**src/rtl/mem_copy_engine.sv**
```systemverilog
// Word-by-word copy engine driving a single-port 16-bit RAM.
// Each word is read, captured, then written (3 cycles per word).
module mem_copy_engine #(
    parameter int SIZE  = 13,
    parameter int DEPTH = 8192
) (
    input  logic            clk,
    input  logic            rst,
    input  logic            i_start,
    input  logic [SIZE-1:0] i_src,
    input  logic [SIZE-1:0] i_dst,
    input  logic [SIZE-1:0] i_len,
    output logic            o_busy,
    output logic            o_done,
    output logic            o_ram_we,
    output logic [SIZE-1:0] o_ram_addr,
    output logic [15:0]     o_ram_wdata,
    input  logic [15:0]     i_ram_rdata
);

    typedef enum logic [2:0] {
        IDLE,
        RD,
        CAP,
        WR,
        DONE
    } state_t;

    localparam logic [SIZE-1:0] AMASK = SIZE'(DEPTH - 1);

    state_t          state;
    state_t          state_nxt;
    logic [SIZE-1:0] src;
    logic [SIZE-1:0] dst;
    logic [SIZE-1:0] len;
    logic [SIZE-1:0] k;
    logic [15:0]     data;
    logic            last;

    // Widened compare so k+1 cannot overflow at the top of the range
    assign last = ({1'b0, k} + (SIZE+1)'(1)) >= {1'b0, len};

    always_ff @(posedge clk or posedge rst) begin
        if (rst) begin
            state <= IDLE;
            src   <= '0;
            dst   <= '0;
            len   <= '0;
            k     <= '0;
            data  <= '0;
        end else begin
            state <= state_nxt;
            case (state)
                IDLE: begin
                    if (i_start && (i_len != '0)) begin
                        src <= i_src;
                        dst <= i_dst;
                        len <= i_len;
                        k   <= '0;
                    end
                end
                CAP:     data <= i_ram_rdata;
                WR:      k    <= k + SIZE'(1);
                default: ;
            endcase
        end
    end

    always_comb begin
        state_nxt   = state;
        o_busy      = 1'b0;
        o_done      = 1'b0;
        o_ram_we    = 1'b0;
        o_ram_addr  = '0;
        o_ram_wdata = '0;
        case (state)
            IDLE: begin
                if (i_start) begin
                    state_nxt = (i_len == '0) ? DONE : RD;
                end
            end
            RD: begin
                o_busy     = 1'b1;
                o_ram_addr = (src + k) & AMASK;
                state_nxt  = CAP;
            end
            CAP: begin
                o_busy     = 1'b1;
                o_ram_addr = (src + k) & AMASK;
                state_nxt  = WR;
            end
            WR: begin
                o_busy      = 1'b1;
                o_ram_we    = 1'b1;
                o_ram_addr  = (dst + k) & AMASK;
                o_ram_wdata = data;
                state_nxt   = last ? DONE : RD;
            end
            DONE: begin
                o_done    = 1'b1;
                state_nxt = IDLE;
            end
            default: state_nxt = IDLE;
        endcase
    end

endmodule

```
**config.mk**
```make
export PLATFORM = sky130hd
export DESIGN_NAME = mem_copy_engine
export DESIGN_NICKNAME = d
export VERILOG_FILES = /design/src/rtl/mem_copy_engine.sv
export SDC_FILE = /design/constraint.sdc
export NUM_CORES = 1
export LEC_CHECK = 0
export BUFFER_PORTS_ARGS = -buffer_cell sky130_fd_sc_hd__buf_2
export CAP_MARGIN = 20
export CORE_MARGIN = 2
export CORE_UTILIZATION = 51
export CTS_BUF_LIST = sky130_fd_sc_hd__clkbuf_16
export CTS_CLUSTER_SIZE = 40
export DETAILED_ROUTE_END_ITERATION = 10
export PLACE_DENSITY = 0.75
export SYNTH_ARGS = -nofsm -noshare
export SYNTH_HDL_FRONTEND = slang
export SYNTH_SLANG_ARGS = --single-unit
```
**constraint.sdc**
```tcl
create_clock -name clk -period 7.47 [get_ports clk]
set_clock_uncertainty 0.2 [all_clocks]
set_input_delay 1.494 -clock clk [delete_from_list [all_inputs] [get_ports clk]]
set_output_delay 1.494 -clock clk [all_outputs]
set_load 0.03 [all_outputs]
```
==> summary.txt, run 1 <==
Status: complete, no violations
Maximum clock path buffer count: 2
CTS Sinks: 71
Fillers: 685
Starting Density: 52.50%
Placed Cells: 602
Final nets: 593
Xor/xnor share of the synthesized area: 3.248%
Post-synthesis adder-cell area fraction: 8.005%
Ys flop type: dfrtp_1
Mux cell area share after synthesis: 16.27%
Synth-to-layout area growth: 19.14%
Post-synth top area share: 41.18%
Final period utilization: 75.87%
Total number of vias: 3,349
Period minus WS final: 5.668 ns
Post-Syn Nets: 506
Gr usage total: 22.03%
Core Area: 8217 µm²
Util after Layout: 62.56%
Number of gates resized after cts: 0
Total wire length: 9474 µm
Sequential share of the synthesized area: 41.18%
Drt drc: 0
Reg2reg start: k[0]
DR WL/cell: 15.33 µm
Syn. warnings: 0
Worst slew pin tran: 0.9050 ns
Hold WC Path Type: flip-flop to flip-flop
Worst EP required: 5.78 ns
Main combinational cell family by area after synthesis: simple AND/OR/NAND/NOR gates
Placed Area: 4812 µm²
Post-route cell area: 5140 µm²
HPWL after DPL: 6813 µm
DIE WIDTH: 95.98 µm
Post-CTS Repair Setup Buffers: 0
Synth Area in Simple Gates: 16.68%
CTS tree: done
Vias in the first global route: 3,373
Clk_lat worst skew: 0.33 ns
Final instance count without filler cells: 618
CTS Root Cell: clkbuf_16
Arr. time, crit path: 3.97 ns
Post-DRT Antenna Nets: 0
Worst setup path class: flip-flop to output pin
Synth Area in Compound Gates: 9.948%
Async SR Flop Fraction: 100.0%
Hold Path Sink: len[1]
Power density over cell area: 497.8 nW/µm²
I/O Buffers: 89
I/O pins: 90
R2r setup slk: 4.38 ns
R2R depth: 10
GRT overflow: 0
Maxcap violations: 0
Hold depth: 2
Top post-synthesis cells by area: dfrtp_1 41%, mux2_2 8.6%, ha_1 7.5%, mux2_4 7.0%, nand2_1 5.7%
First-pass GRT wire length: 15,570 µm
Yosys reg bits: 71
Syn Std Cell Area: 4314 µm²
Hold Buf Count CTS: 0
Leading area contributor after synthesis: dfrtp_1
Routability cong.: 0.8942
Post-synth EDFFs: 0
Relative slew slack: 39.67%
ANT cells: 0
Worst hold slack: 0.2758 ns
Largest net degree at the start of global routing: 72
Netlist cell types: 53
Critical Path Fanout Max: 30
Number of CTS-inserted buffers: 9
Ratio of cells with drive above 1 in the final layout: 33.72%
H-tree depth: 3
Final hold violations: 0
Initial antenna violation count: 0
Max-slew violations: 0
FP Rows: 33
Clock Pin Slew Worst Setup and Hold Paths: 0.06 ns
Avg Inst Size Synth: 10.25 µm²
RSZ-0062 raised after global routing: false
Iter 0 DRT Violations: 212
Hold Startpoint: len[1]
Setup violations, final: 0
Via/cell ratio: 5.419
Crit. End Element: output pin
Max VDD drop: 0.0002432 V
CP Launch Type: flip-flop
Mapped Cells: 421
DIE HEIGHT: 95.98 µm
Setup TNS: 0 ns
Drt pass-1 iters: 4
Max frequency: 176.4 MHz
Lkg Pwr: 2.601 nW
R2R Path End: state[2]
Die ar.: 9211 µm²
==> cells in the final DEF, fill, tap and decap left out, types with 3 or more instances in the layout <==
cell | netlist | routed
buf_2 | 8 | 89
dfrtp_1 | 71 | 71
nand2_1 | 65 | 64
mux2_2 | 33 | 33
ha_1 | 26 | 26
inv_1 | 23 | 22
mux2_4 | 20 | 20
and2_1 | 19 | 19
nor2_1 | 18 | 18
a21oi_1 | 16 | 16
nand3_1 | 13 | 13
xnor2_1 | 10 | 10
clkbuf_16 | 0 | 9
o21ai_0 | 8 | 8
a31oi_1 | 8 | 8
nor3_1 | 7 | 7
xor2_1 | 6 | 6
nand4_1 | 5 | 5
o21a_1 | 5 | 5
a211oi_1 | 5 | 5
buf_4 | 0 | 4
nand2b_1 | 3 | 3
and3_1 | 3 | 3
nor2b_1 | 3 | 3
mux2i_1 | 3 | 3
==> final cells by class <==
cell class	instances	area [µm²]	area share (%)
clock buffers	9	225.2	4.382
clock inverters	7	102.6	1.996
inverters	24	90.09	1.753
multi-input cells	309	2338	45.50
flip-flops and latches	71	1777	34.57
well taps	105	131.4	2.556
repair buffers	93	475.5	9.250
==> critical path: stages (launching register included) <==
cell and delay [ns]:
dfrtp_1 0.47, nand3b_1 0.14, buf_4 0.29, clkinv_1 0.69, nand2_1 0.25, nand2_1 0.08
ha_1 0.32, nor2b_1 0.26, o31a_1 0.25, o221ai_2 0.16, a31oi_1 0.25, mux2i_1 0.23
buf_2 0.24
==> kinds of logic after synthesis <==
| logic type | count (synthesis) |
|---|---|
| buffers and inverters | 41 |
| flip-flops | 71 |
| XOR/XNOR | 16 |
| AO/OA/AOI/OAI | 62 |
| adder cells (fa/ha/maj) | 27 |
| AND/OR/NAND/NOR | 148 |
| multiplexers | 56 |
==> routing by layer <==
layer | vias up | routed length (µm) | track usage [%]
li1 | 1643 | - | -
met1 | 1594 | 4141 | 27.27
met2 | 98 | 4578 | 36.95
met3 | 14 | 610 | 6.265
met4 | 0 | 143 | 7.500
met5 | - | 0 | 0
==> sequential cells by signal, summed over array words and instances (netlist names) <==
| register | cells |
|---|---|
| src | 13 |
| dst | 13 |
| len | 13 |
| data | 16 |
| k | 13 |
| state | 3 |
==> Yosys cell counts (7+ instances only) <==
cell type,instances
a21oi_1,16
nand3_1,13
ha_1,26
mux2_4,20
o21ai_0,8
a31oi_1,8
nor3_1,7
xnor2_1,10
and2_1,19
mux2_2,33
nor2_1,18
dfrtp_1,71
nand2_1,65
buf_2,8
inv_1,23
==> how the worst max path moves through the flow <==
stage          slack [ns]  startpoint              to  cells past startpoint
3_3_place_gp         2.34    state[2]  o_ram_addr[10]                     14
4_1_cts              1.84    state[2]  o_ram_addr[10]                     14
2_1_floorplan        2.60    state[2]  o_ram_addr[10]                     13
6_report             1.80    state[2]  o_ram_addr[12]                     12
5_1_grt              1.38    state[2]  o_ram_addr[10]                     14
3_5_place_dp         2.23    state[2]  o_ram_addr[10]                     14
==> report_power, final <==
part	internal, mW	switching (mW)	total, mW
clock	0.296	0.172	0.468
sequential	0.562	0.126	0.688
combinational	0.564	0.838	1.40
total	1.42	1.14	2.56
==> per-stage QoR <==
step                power [mW]  setup slack, ns
finish                   2.559            1.802
global route             2.756            1.375
CTS                      2.576            1.843
detailed placement       2.089            2.227
global placement         2.045            2.337
floorplan                1.760            2.601
No activity file was read; power rests on OpenSTA's default activity.
==> run 2: changes to the inputs <==
ABC_AREA = 1   (was not set)
clock period = 5.7 ns   (was 7.47 ns; I/O delays follow)
==> run 2 against run 1 <==
Net effect: critical path depth stayed put; combinational power increased by 32%; flip-flop and latch count stayed put; hold slack better by 0.0089 ns; global-route usage up 0.92 points; synthesized area shrank 1.8%; worst setup slack got worse by 1.0 ns; total power increased by 29%; sequential share of layout area increased by 0.49 points; clock power grew 26%; critical endpoint is now o_ram_addr[8].
==> summary.txt, run 2 <==
Clock Pin Slew Worst Setup and Hold Paths: 0.06 ns (about the same)
Routability cong.: 0.9430 (was 0.8942)
Origin of the worst setup path: state[2] (unchanged)
Initial antenna violation count: 0 (unchanged)
Netlist cell types: 29 (was 53)
Via/cell ratio: 5.018 (was 5.419)
Critical Path Fanout Max: 25 (was 30)
Leading cell type in the layout, fill and taps excluded: nand2_1 (was buf_2)
Crit. End Element: output pin (unchanged)
Post-synth EDFFs: 0 (unchanged)
I/O Buffers: 89 (unchanged)
Status: complete, no violations (unchanged)
CTS Sinks: 71 (unchanged)
Crit-path max cell delay: 0.51 ns (was 0.69 ns)
Core Area: 8134 µm² (was 8217 µm²)
Max-slew violations: 0 (unchanged)
Final period utilization: 85.85%
Maxcap violations: 0 (unchanged)
Drt drc: 0 (unchanged)
FP Rows: 33 (unchanged)
Mapped Cells: 573 (was 421)
Hold WC Path Type: flip-flop to flip-flop (unchanged)
Max FFs per register: 16 (unchanged)
Lkg Pwr: 2.730 nW (was 2.601 nW)
Power, Total: 3.297 mW (was 2.559 mW)
Hold Buf Count CTS: 0 (unchanged)
ANT cells: 0 (unchanged)
Max frequency: 204.4 MHz
Critical Path, Cell by Cell: inv_1, nand3_1, o21ai_0, ha_1, inv_1, fa_1, o21ai_1, a21oi_1, o21bai_1, o21ai_0, a21oi_1, buf_2 (was nand3b_1, buf_4, clkinv_1, nand2_1, nand2_1, ha_1, nor2b_1, o31a_1, o221ai_2, a31oi_1, mux2i_1, buf_2)
Maximum clock path buffer count: 2 (unchanged)
Top cells by count, synth: 158 x nand2_1, 87 x inv_1, 71 x dfrtp_1 (was 71 x dfrtp_1, 65 x nand2_1, 33 x mux2_2)
DR WL/cell: 13.00 µm (was 15.33 µm)
I/O pins: 90 (unchanged)
Most frequent cells in the layout: 158 x nand2_1, 89 x buf_2, 87 x inv_1 (was 89 x buf_2, 71 x dfrtp_1, 64 x nand2_1)
Cell with the most instances after synthesis: nand2_1 (was dfrtp_1)
Hold depth: 2 (unchanged)
Avg Inst Size Synth: 7.391 µm² (was 10.25 µm²)
Pre-CTS worst setup slack: 1.173 ns (was 2.227 ns)
Leading area contributor after synthesis: dfrtp_1 (unchanged)
Setup TNS: 0 ns (unchanged)
Starting Density: 52.07% (was 52.50%)
Post-Syn Nets: 658 (was 506)
Largest net degree at the start of global routing: 62 (was 72)
Ys flop type: dfrtp_1 (unchanged)
Number of gates resized after cts: 0 (unchanged)
Max VDD drop: 0.0003514 V (was 0.0002432 V)
R2R depth: 15 (was 10)
Critical path's slowest cell: nand3_1 (was clkinv_1)
Top post-synthesis cells by area: dfrtp_1 42%, nand2_1 14%, inv_1 7.7%, ha_1 7.7%, o21ai_0 5.7% (was dfrtp_1 41%, mux2_2 8.6%, ha_1 7.5%, mux2_4 7.0%, nand2_1 5.7%)
GRT overflow: 0 (unchanged)
CP Launch Type: flip-flop (unchanged)
Reg2reg start: k[0] (unchanged)
Clk_lat worst skew: 0.32 ns (was 0.33 ns)
First-pass GRT wire length: 16,260 µm (was 15,570 µm)
CTS Root Cell: clkbuf_16 (unchanged)
Sequential share of the synthesized area: 41.95% (was 41.18%)
H-tree depth: 3 (unchanged)
RSZ-0062 raised after global routing: false (unchanged)
Power density over cell area: 650.6 nW/µm² (was 497.8 nW/µm²)
Period minus WS final: 4.893 ns
Critical Path Stages: 12 (unchanged)
Final nets: 743 (was 593)
Delay-heaviest family, CP: compound AO/OA/AOI/OAI gates (was buffers and inverters)
Number of CTS-inserted buffers: 9 (unchanged)
Vias in the first global route: 3,588 (was 3,373)
Arr. time, crit path: 3.55 ns (was 3.97 ns)
Iter 0 DRT Violations: 179 (was 212)
Setup violations, final: 0 (unchanged)
Gr usage total: 22.95% (was 22.03%)
Die ar.: 9050 µm² (was 9211 µm²)
Post-DRT Antenna Nets: 0 (unchanged)
Drt pass-1 iters: 5 (was 4)
Total wire length: 9984 µm (was 9474 µm)
HPWL after DPL: 7569 µm (was 6813 µm)
Top reg by flops: data (unchanged)
DIE WIDTH: 95.13 µm (was 95.98 µm)
Post-CTS Repair Setup Buffers: 0 (unchanged)
Worst setup path class: flip-flop to output pin (unchanged)
Final instance count without filler cells: 768 (was 618)
Ratio of cells with drive above 1 in the final layout: 17.95% (was 33.72%)
Hold Startpoint: src[5] (was len[1])
Yosys reg bits: 71 (unchanged)
Post-synth top area share: 41.95% (was 41.18%)
Synth-to-layout area growth: 19.68% (was 19.14%)
Worst EP required: 4.36 ns (was 5.78 ns)
Relative slew slack: 37.40% (was 39.67%)
Final hold violations: 0 (unchanged)
CTS tree: done (unchanged)
DIE HEIGHT: 95.13 µm (was 95.98 µm)
Placed Cells: 752 (was 602)
Total number of vias: 3,854 (was 3,349)
Syn. warnings: 0 (unchanged)
Worst slew pin tran: 0.9376 ns (was 0.9050 ns)
Async SR Flop Fraction: 100.0% (unchanged)
Final WS setup: 0.8067 ns (was 1.802 ns)
Buf+Inv Stages, Crit Path: 3 (unchanged)
Syn Std Cell Area: 4235 µm² (was 4314 µm²)
## run 2: cell types whose count changed in the layout (fill, tap and decap cells not counted), moves of 28 or more
cell	before	now
nor2_1	18	49
mux2_2	33	0
o21ai_1	0	28
o21ai_0	8	48
nand2_1	64	158
inv_1	22	87
## run 2: final timing paths
check | endpoint | slack (ns)
min in group asynchronous | data[10] | 0.64
worst max register to register | state[0] | 2.82
worst min-delay path | src[5] | 0.28
max in group asynchronous | k[1] | 3.66
worst max-delay path | o_ram_addr[8] | 0.81
worst min register to register | src[5] | 0.28
## run 2: cell type report
class | instances | area (µm²)
fill | 735 | 3065
multi-input combinational | 396 | 2048
sequential | 71 | 1777
timing repair buffer | 92 | 467.9
inverter | 88 | 330.3
clock buffer | 9 | 225.2
tap | 105 | 131.4
clock inverter | 7 | 88.84
## run 2: logic make-up (layout without fill, tap and decap cells)
| family | after synthesis | count (layout) | synth area share [%] |
|---|---|---|---|
| AO/OA/AOI/OAI | 110 | 110 | 13.50 |
| AND/OR/NAND/NOR | 247 | 247 | 24.22 |
| XOR/XNOR | 12 | 12 | 2.482 |
| buffers and inverters | 106 | 196 | 9.690 |
| adder cells (fa/ha/maj) | 27 | 27 | 8.154 |
| flip-flops | 71 | 71 | 41.95 |
## run 2: tightest hold or removal path: stages (launching register included)
cell and delay (ns):
dfrtp_1 0.34, nand2_1 0.05, nand2_1 0.05
## run 2: report_power, final
group / switching (mW) / internal, mW / total (mW)
combinational: 1.29 / 0.559 / 1.85
sequential: 0.125 / 0.737 / 0.862
clock: 0.210 / 0.380 / 0.590
## run 2: routing by layer
metal | track usage, % | share of wire, % | wire length [µm] | vias up
li1 | - | - | - | 1992
met1 | 31.58 | 47 | 4714 | 1767
met2 | 36.27 | 46 | 4602 | 88
met3 | 5.534 | 6.0 | 595 | 7
met4 | 6.159 | 0.72 | 72 | 0
met5 | 0 | 0 | 0 | -
## run 2: per-stage QoR
stage               hold WS (ns)  util (%)  area (µm²)
finish                    0.2847     62.31        5069
global route              0.3065     62.31        5069
CTS                       0.2899     62.31        5069
detailed placement        0.2742     58.45        4755
global placement          0.2654     58.45        4755
floorplan                 0.2492         -        4235
